### src/rtl/mem_ctrl_pkg.sv
// rtl/mem_ctrl_pkg.sv - shared constants for the byte-serial memory arbiter
package mem_ctrl_pkg;

   localparam logic RST_ENABLE = 1'b1;

   // FSM state encodings
   localparam logic [1:0] ST_IDLE  = 2'd0;
   localparam logic [1:0] ST_READ  = 2'd1;
   localparam logic [1:0] ST_WRITE = 2'd2;
   localparam logic [1:0] ST_DONE  = 2'd3;

   // MEM access size encodings
   localparam logic [1:0] SIZE_BYTE = 2'b01;
   localparam logic [1:0] SIZE_HALF = 2'b10;
   localparam logic [1:0] SIZE_WORD = 2'b11;

   // instruction fetches are always full words
   localparam logic [2:0] IF_BYTES = 3'd4;

   // byte count of a MEM access; the unused 00 code behaves like a byte
   function automatic logic [2:0] size_bytes(input logic [1:0] size);
      case (size)
         SIZE_BYTE: return 3'd1;
         SIZE_HALF: return 3'd2;
         SIZE_WORD: return 3'd4;
         default:   return 3'd1;
      endcase
   endfunction

endpackage

### src/rtl/mem_ctrl.sv
// rtl/mem_ctrl.sv - IF/MEM arbiter serialising word/half/byte accesses onto an 8-bit RAM bus
module mem_ctrl
   import mem_ctrl_pkg::*;
#(
   parameter int ADDR_W = 32
) (
   input  logic              clk,
   input  logic              rst,
   input  logic              if_req_i,
   input  logic [ADDR_W-1:0] if_addr_i,
   output logic [31:0]       if_data_o,
   output logic              if_done_o,
   output logic              if_rq_o,
   input  logic              mem_req_i,
   input  logic              mem_we_i,
   input  logic [1:0]        mem_size_i,
   input  logic [ADDR_W-1:0] mem_addr_i,
   input  logic [31:0]       mem_wdata_i,
   output logic [31:0]       mem_rdata_o,
   output logic              mem_done_o,
   output logic              mem_rq_o,
   output logic [ADDR_W-1:0] ram_a_o,
   input  logic [7:0]        ram_dout_i,
   output logic [7:0]        ram_din_o,
   output logic              ram_wr_o
);

   logic [1:0]        state_q, state_d;
   logic [2:0]        cnt_q, cnt_d;
   logic [2:0]        len_q, len_d;
   logic              own_if_q, own_if_d;
   logic [ADDR_W-1:0] addr_q, addr_d;
   logic [31:0]       wdata_q, wdata_d;
   logic [31:0]       buf_q, buf_d;
   logic [31:0]       if_data_q, if_data_d;
   logic [31:0]       mem_rdata_q, mem_rdata_d;
   logic              if_done_q, if_done_d;
   logic              mem_done_q, mem_done_d;

   logic [2:0]        req_len;
   logic [31:0]       rd_shifted;
   logic [31:0]       wr_shifted;
   logic              if_abort;

   // next-state, datapath and RAM bus drive; the accept cycle drives the bus straight from the request
   always_comb begin
      state_d     = state_q;
      cnt_d       = cnt_q;
      len_d       = len_q;
      own_if_d    = own_if_q;
      addr_d      = addr_q;
      wdata_d     = wdata_q;
      buf_d       = buf_q;
      if_data_d   = if_data_q;
      mem_rdata_d = mem_rdata_q;
      if_done_d   = 1'b0;
      mem_done_d  = 1'b0;
      ram_a_o     = '0;
      ram_din_o   = 8'd0;
      ram_wr_o    = 1'b0;
      req_len     = size_bytes(mem_size_i);
      rd_shifted  = {24'd0, ram_dout_i} << {cnt_q - 3'd1, 3'b000};
      wr_shifted  = wdata_q >> {cnt_q, 3'b000};
      if_abort    = !if_req_i || (if_addr_i != addr_q);

      case (state_q)
         ST_IDLE: begin
            if (rst != RST_ENABLE) begin
               if (mem_req_i) begin
                  own_if_d = 1'b0;
                  addr_d   = mem_addr_i;
                  wdata_d  = mem_wdata_i;
                  len_d    = req_len;
                  buf_d    = 32'd0;
                  cnt_d    = 3'd1;
                  ram_a_o  = mem_addr_i;
                  if (mem_we_i) begin
                     ram_wr_o  = 1'b1;
                     ram_din_o = mem_wdata_i[7:0];
                     if (req_len == 3'd1) begin
                        state_d    = ST_DONE;
                        mem_done_d = 1'b1;
                     end else begin
                        state_d = ST_WRITE;
                     end
                  end else begin
                     state_d = ST_READ;
                  end
               end else if (if_req_i) begin
                  own_if_d = 1'b1;
                  addr_d   = if_addr_i;
                  len_d    = IF_BYTES;
                  buf_d    = 32'd0;
                  cnt_d    = 3'd1;
                  ram_a_o  = if_addr_i;
                  state_d  = ST_READ;
               end
            end
         end
         ST_READ: begin
            // byte cnt-1 arrives now while byte cnt is addressed
            ram_a_o = addr_q + ADDR_W'(cnt_q);
            buf_d   = buf_q | rd_shifted;
            if (own_if_q && if_abort) begin
               state_d = ST_IDLE;
            end else if (cnt_q == len_q) begin
               state_d = ST_DONE;
               if (own_if_q) begin
                  if_done_d = 1'b1;
                  if_data_d = buf_d;
               end else begin
                  mem_done_d  = 1'b1;
                  mem_rdata_d = buf_d;
               end
            end else begin
               cnt_d = cnt_q + 3'd1;
            end
         end
         ST_WRITE: begin
            ram_a_o   = addr_q + ADDR_W'(cnt_q);
            ram_din_o = wr_shifted[7:0];
            ram_wr_o  = 1'b1;
            if (cnt_q == len_q - 3'd1) begin
               state_d    = ST_DONE;
               mem_done_d = 1'b1;
            end else begin
               cnt_d = cnt_q + 3'd1;
            end
         end
         ST_DONE: begin
            state_d = ST_IDLE;
         end
         default: begin
            state_d = ST_IDLE;
         end
      endcase
   end

   // state and registered outputs, synchronous reset
   always_ff @(posedge clk) begin
      if (rst == RST_ENABLE) begin
         state_q     <= ST_IDLE;
         cnt_q       <= 3'd0;
         len_q       <= 3'd0;
         own_if_q    <= 1'b0;
         addr_q      <= '0;
         wdata_q     <= 32'd0;
         buf_q       <= 32'd0;
         if_data_q   <= 32'd0;
         mem_rdata_q <= 32'd0;
         if_done_q   <= 1'b0;
         mem_done_q  <= 1'b0;
      end else begin
         state_q     <= state_d;
         cnt_q       <= cnt_d;
         len_q       <= len_d;
         own_if_q    <= own_if_d;
         addr_q      <= addr_d;
         wdata_q     <= wdata_d;
         buf_q       <= buf_d;
         if_data_q   <= if_data_d;
         mem_rdata_q <= mem_rdata_d;
         if_done_q   <= if_done_d;
         mem_done_q  <= mem_done_d;
      end
   end

   assign if_data_o   = if_data_q;
   assign mem_rdata_o = mem_rdata_q;
   assign if_done_o   = if_done_q;
   assign mem_done_o  = mem_done_q;
   assign if_rq_o     = if_req_i & ~if_done_q;
   assign mem_rq_o    = mem_req_i & ~mem_done_q;

endmodule

### config.mk
export PLATFORM = sky130hd
export DESIGN_NAME = mem_ctrl
export DESIGN_NICKNAME = d
export VERILOG_FILES = /design/src/rtl/mem_ctrl_pkg.sv /design/src/rtl/mem_ctrl.sv
export SDC_FILE = /design/constraint.sdc
export NUM_CORES = 1
export LEC_CHECK = 0
export ABC_AREA = 0
export CORE_ASPECT_RATIO = 1.25
export CORE_UTILIZATION = 43
export CTS_CLUSTER_SIZE = 10
export DETAILED_ROUTE_END_ITERATION = 7
export GPL_TIMING_DRIVEN = 0
export HOLD_SLACK_MARGIN = 0.08
export PLACE_DENSITY = 0.84
export SYNTH_ARGS = -nofsm -noshare
export SYNTH_HDL_FRONTEND = slang
export SYNTH_SLANG_ARGS = --single-unit
### constraint.sdc
create_clock -name clk -period 5.95 [get_ports clk]
set_clock_uncertainty 0.1 [all_clocks]
set_input_delay 0.595 -clock clk [delete_from_list [all_inputs] [get_ports clk]]
set_output_delay 0.595 -clock clk [all_outputs]
set_load 0.005 [all_outputs]
======== After elaboration in Yosys (flattened, before gate mapping) ========
Cells that the tools add are included.
word-level totals
  bits in registers ....................... 171
  logic and storage cells ................. 102
  output and inout bits ................... 109
  bits of input ports ..................... 111
operators by class
  add/subtract/negate cells ............... 4
  shift-type cells ........................ 2
  multiplexer cells ....................... 45
  equal/unequal tests ..................... 15
  bitwise logic cells ..................... 9
  reduce and logical (&&, ||, !) cells .... 16
operator list
  operator                                           number
  two-way mux 32 bit                                 7
  case mux 32 bit (2 select lines)                   2
  adder 32 x 3 -> 32 bit                             1
  != test 32 bit                                     1
  bitwise OR 32 bit                                  1
  left shift 8 x 6 -> 32 bit                         1
  >> shifter 32 x 6 -> 8 bit                         1
  two-way mux 8 bit                                  3
  two-way mux 3 bit                                  7
  case mux 8 bit (2 select lines)                    1
  two-way mux 1 bit                                  14
  two-way mux 2 bit                                  6
  case mux 3 bit (3 select lines)                    1
  == test 2 bit (second input constant)              4
  != test 2 bit (second input constant)              4
  case mux 2 bit (4 select lines)                    1
  AND reduction 4 bit                                2
  == test 3 bit                                      2
  != test 3 bit (second input constant)              2
  NOT 1 bit                                          6
  case mux 3 bit (2 select lines)                    1
  AND reduction 2 bit                                3
  subtractor 3 x 1 -> 3 bit (second input constant)  2
  AND reduction 5 bit                                1
  other kinds (15)                                   17

======== Longest topological paths before layout ========
  word-level depth ........................ 7
  mapped depth ............................ 10
  depth with buffers taken out ............ 9

======== Worst setup path after synthesis ========
OpenSTA, ideal clock, no wires.
  kind .................................... register to output
  from .................................... register cnt_q[1]
  to ...................................... output ram_a_o[20]
  cell stages (with the launch flop) ...... 10
  arrival time ............................ 2.551 ns
  path slack .............................. 2.704 ns
  data required time ...................... 5.255 ns
  buffers on the path ..................... 1
  path through ............................ dfxtp_1 -> buf_1 -> inv_1 -> fa_1 -> nand2b_1 -> a211oi_2 -> nor3b_2 -> nand3_1 -> xor2_1 -> o22ai_1
on the way
  word-level cells in the longest chain between the ends .. 2
ends and longest elaborated chain
  what                              line                              RTL
  start: declaration                mem_ctrl.sv:29                    logic [2:0] cnt_q, cnt_d;
  start signal: assignment          mem_ctrl.sv:155                   cnt_q <= cnt_d;
  adder 32 x 3 -> 32 bit            mem_ctrl.sv:102, mem_ctrl.sv:120
  case mux 32 bit (2 select lines)  mem_ctrl.sv:66                    case (state_q)
  end: declaration                  mem_ctrl.sv:22                    output logic [ADDR_W-1:0] ram_a_o,
Every way passes these cells.

======== Worst setup path after layout ========
Same ends and word-level chain as after synthesis.

==> summary.md <==
| Metric | Value |
|---|---|
| Clk Tree Root Cell | `clkbuf_16` |
| Seq cells post-synth | `171` |
| First-pass GRT wire length | `42680 µm` |
| Postcts setup bufs | `0` |
| Routability cong. | `0.9755` |
| Setup TNS Final | `0 ns` |
| DIE AREA | `20070 µm²` |
| Tcrit/Tclk final | `0.8456` |
| Filler cells | `1630` |
| Type of the most critical hold path | `flip-flop to flip-flop` |
| Final setup violation count | `0` |
| Nets@finish | `1351` |
| Routed length per instance | `18.85 µm` |
| Core area | `18920 µm²` |
| Area delta synth->final | `35.51%` |
| Pins Over Slew Limit | `0` |
| Worst EP arrival | `4.34 ns` |
| P_leak | `3.906 nW` |
| Most used flip-flop cell after synthesis | `dfxtp_1` |
| Clock power share | `0.246` |
| Largest net degree at the start of global routing | `18` |
| Post-route total power | `4.549 mW` |
| Detail Route Antenna Nets | `0` |
| Least-Margin Pin Slew | `1.214 ns` |
| Vias | `8365` |
| # IOs | `220` |
| Worst-Skew Late Latency | `0.44 ns` |
| Critical Path Sink Type | `output pin` |
| Post-synthesis cell area | `8387 µm²` |
| Via-per-instance ratio | `5.675` |
| Final wirelength | `27790 µm` |
| Combinational cell fraction of total power | `0.418` |
| Switching power | `1.742 mW` |
| Number of flops mapped to enable cells by yosys | `0` |
| TritonCTS buffer count | `17` |
| Post-synthesis sequential area ratio | `0.4082` |
| RSZ-0062 raised after global routing | `no` |
| Ant. Diodes | `0` |
| Die height | `158.1 µm` |
| Pwr per Cell Area | `400.2 nW/µm²` |
| CTS Hold Bufs | `0` |
| Placed Cells | `1442` |
| Hold path cells | `2` |
| Worst setup SP type | `flip-flop` |
| Fmax | `198.8 MHz` |
| Antenna violations before repair | `0` |
| CTS tree | `done` |
| Port bufs | `210` |
| DRC | `0` |
| Synth cell types | `55` |
| Buffer levels on the longest clock path | `2` |
| Clk slew on worst S/H paths | `0.07 ns` |
| Worst Hold Launch | `if_data_o[0]$_SDFFE_PP0P_` |
| Layout cells sized above 1 | `0.05395` |
| Worst R2R Start | `cnt_q[1]$_SDFFE_PP0P_` |
| Net Count, Synth | `1122` |
| Run status | `finished, final reports clean` |
| Slew headroom | `0.1834` |
| Net Sw Frac | `0.3830` |
| Final Hold Viols | `0` |
| Crit path launch | `cnt_q[1]$_SDFFE_PP0P_` |
| Non-filler instance count after layout | `1474` |
| Avg Cell Area, Syn | `8.387 µm²` |
| Sink Count | `171` |
| Vias in the first global route | `8002` |
| Post-layout minimum cycle time | `5.031 ns` |
| DRT Pass-1 Iters | `5` |
| Worst Path Max Fanout | `10` |
| Syn Inst Count | `1000` |
| Sequential Power Share | `0.336` |
| P_int | `2.806 mW` |
| Global route overflow | `0` |
| Peak supply drop | `249.5 µV` |
| WS Path Type | `flip-flop to output pin` |
| DIE WIDTH | `126.9 µm` |
| Ys Warns | `0` |
| Final HPWL DP | `21020 µm` |
| Synth async-reset ratio | `0` |
| Tot GR Track Use | `0.2771` |
| MaxCap Viol Count | `0` |
| DRT iter0 DRCs | `566` |
| Initial Utilization | `0.4433` |
| CTS resizes | `0` |
| Row cnt | `56` |
| Required time worst endpoint | `5.26 ns` |
| R2R depth | `10` |
| Htree depth | `4` |
cell type report:
class / instances / area, µm² / share of cell area
Clock inverter: 15 / 160.2 / 0.01409
Sequential cell: 171 / 3423 / 0.3012
Tap cell: 232 / 290.3 / 0.02554
Multi-Input combinational cell: 731 / 4576 / 0.4026
Clock buffer: 17 / 425.4 / 0.03743
Timing Repair Buffer: 210 / 2102 / 0.1850
Inverter: 18 / 67.56 / 0.005945
Buffer: 80 / 320.3 / 0.02818
worst max-delay path, stage by stage, from the launching register on:
cell             delay, ns
dfxtp_1               0.45
buf_1                 0.52
inv_1                 0.25
fa_1                  0.50
nand2b_1              0.20
a211oi_2              0.55
nor3b_2               0.41
nand3_1               0.18
xor2_1                0.17
o22ai_1               0.15
clkdlybuf4s50_1       0.53
layout by cell type (no fill, tap or decap), types with 3 or more instances in the layout:
cell type	instances
buf_1	18
or2_2	6
or2_0	28
nor3b_1	3
inv_1	18
nand3_1	17
a21o_1	3
xor2_1	14
a21oi_1	103
ha_1	10
nand2b_1	5
dfxtp_1	171
nand4_1	20
nor3_1	10
nand2_1	116
nor2_1	117
a22oi_1	32
buf_2	10
o22ai_1	32
xnor2_1	52
nor4_1	3
mux4_2	8
clkbuf_16	17
mux2i_1	33
inv_8	4
clkdlybuf4s50_1	210
a211oi_1	66
clkbuf_1	51
a22o_1	8
inv_6	3
and3_1	11
nor2b_1	3
metrics by stage:
| step | util | hold slack [ns] | worst slack, ns | area (µm²) |
|---|---|---|---|---|
| finish | 0.6007 | 0.3487 | 0.9188 | 11360 |
| global route | 0.6007 | 0.3654 | 0.7754 | 11360 |
| CTS | 0.6007 | 0.3518 | 0.9337 | 11360 |
| detailed placement | 0.5698 | 0.3425 | 1.415 | 10780 |
| global placement | 0.5698 | 0.3376 | 1.414 | 10780 |
| floorplan | - | 0.3331 | 2.704 | 8387 |
sequential cells by signal, indices dropped and copies added (netlist names), 2 cells and up:
name / flops
if_data_o: 32
buf_q: 32
mem_rdata_o: 32
len_q: 3
wdata_q: 32
state_q: 2
addr_q: 32
cnt_q: 3
metal layers:
| layer | vias up | wire length, µm | part of all wire | GRT usage |
|---|---|---|---|---|
| met4 | 0 | 1237 | 0.045 | 0.1451 |
| met5 | - | 0 | 0 | 0 |
| met2 | 379 | 13600 | 0.49 | 0.4882 |
| li1 | 3976 | - | - | - |
| met3 | 89 | 2000 | 0.072 | 0.06016 |
| met1 | 3921 | 10950 | 0.39 | 0.3141 |
synth_stat cells (14+ instances only):
cell / n / share of area
a211oi_1: 66 / 0.059
a21oi_1: 103 / 0.061
a22oi_1: 32 / 0.029
buf_1: 18 / 0.0081
clkbuf_1: 51 / 0.023
dfxtp_1: 171 / 0.41
inv_1: 18 / 0.0081
mux2i_1: 33 / 0.039
nand2_1: 116 / 0.052
nand3_1: 17 / 0.010
nand4_1: 20 / 0.015
nor2_1: 117 / 0.052
o22ai_1: 32 / 0.024
or2_0: 28 / 0.021
xnor2_1: 52 / 0.054
xor2_1: 14 / 0.015
worst paths after layout:
check / slack (ns) / to
worst max-delay path: 0.92 / ram_a_o[20]
worst min-delay path: 0.35 / if_data_o[0]$_SDFFE_PP0P_
worst max register to register: 2.76 / buf_q[13]$_SDFFE_PP0P_
worst min register to register: 0.35 / if_data_o[0]$_SDFFE_PP0P_
power by group through the flow:
stage | registers, mW | logic [mW] | clock network [mW]
detailed placement | 1.55 | 1.87 | 0
global route | 1.56 | 2.06 | 1.18
floorplan | 1.52 | 1.10 | 0
finish | 1.53 | 1.90 | 1.12
CTS | 1.53 | 1.89 | 1.13
global placement | 1.54 | 1.85 | 0
logic make-up after synthesis:
logic type               count (synthesis)  share of synthesized area
AND/OR/NAND/NOR                        351                     0.1932
multiplexers                            41                    0.06087
flip-flops                             171                     0.4082
buffers and inverters                   98                    0.04625
adder cells (fa/ha/maj)                 11                    0.01731
XOR/XNOR                                69                    0.07564
AO/OA/AOI/OAI                          259                     0.1986
Power figures use the tool's default switching activity.
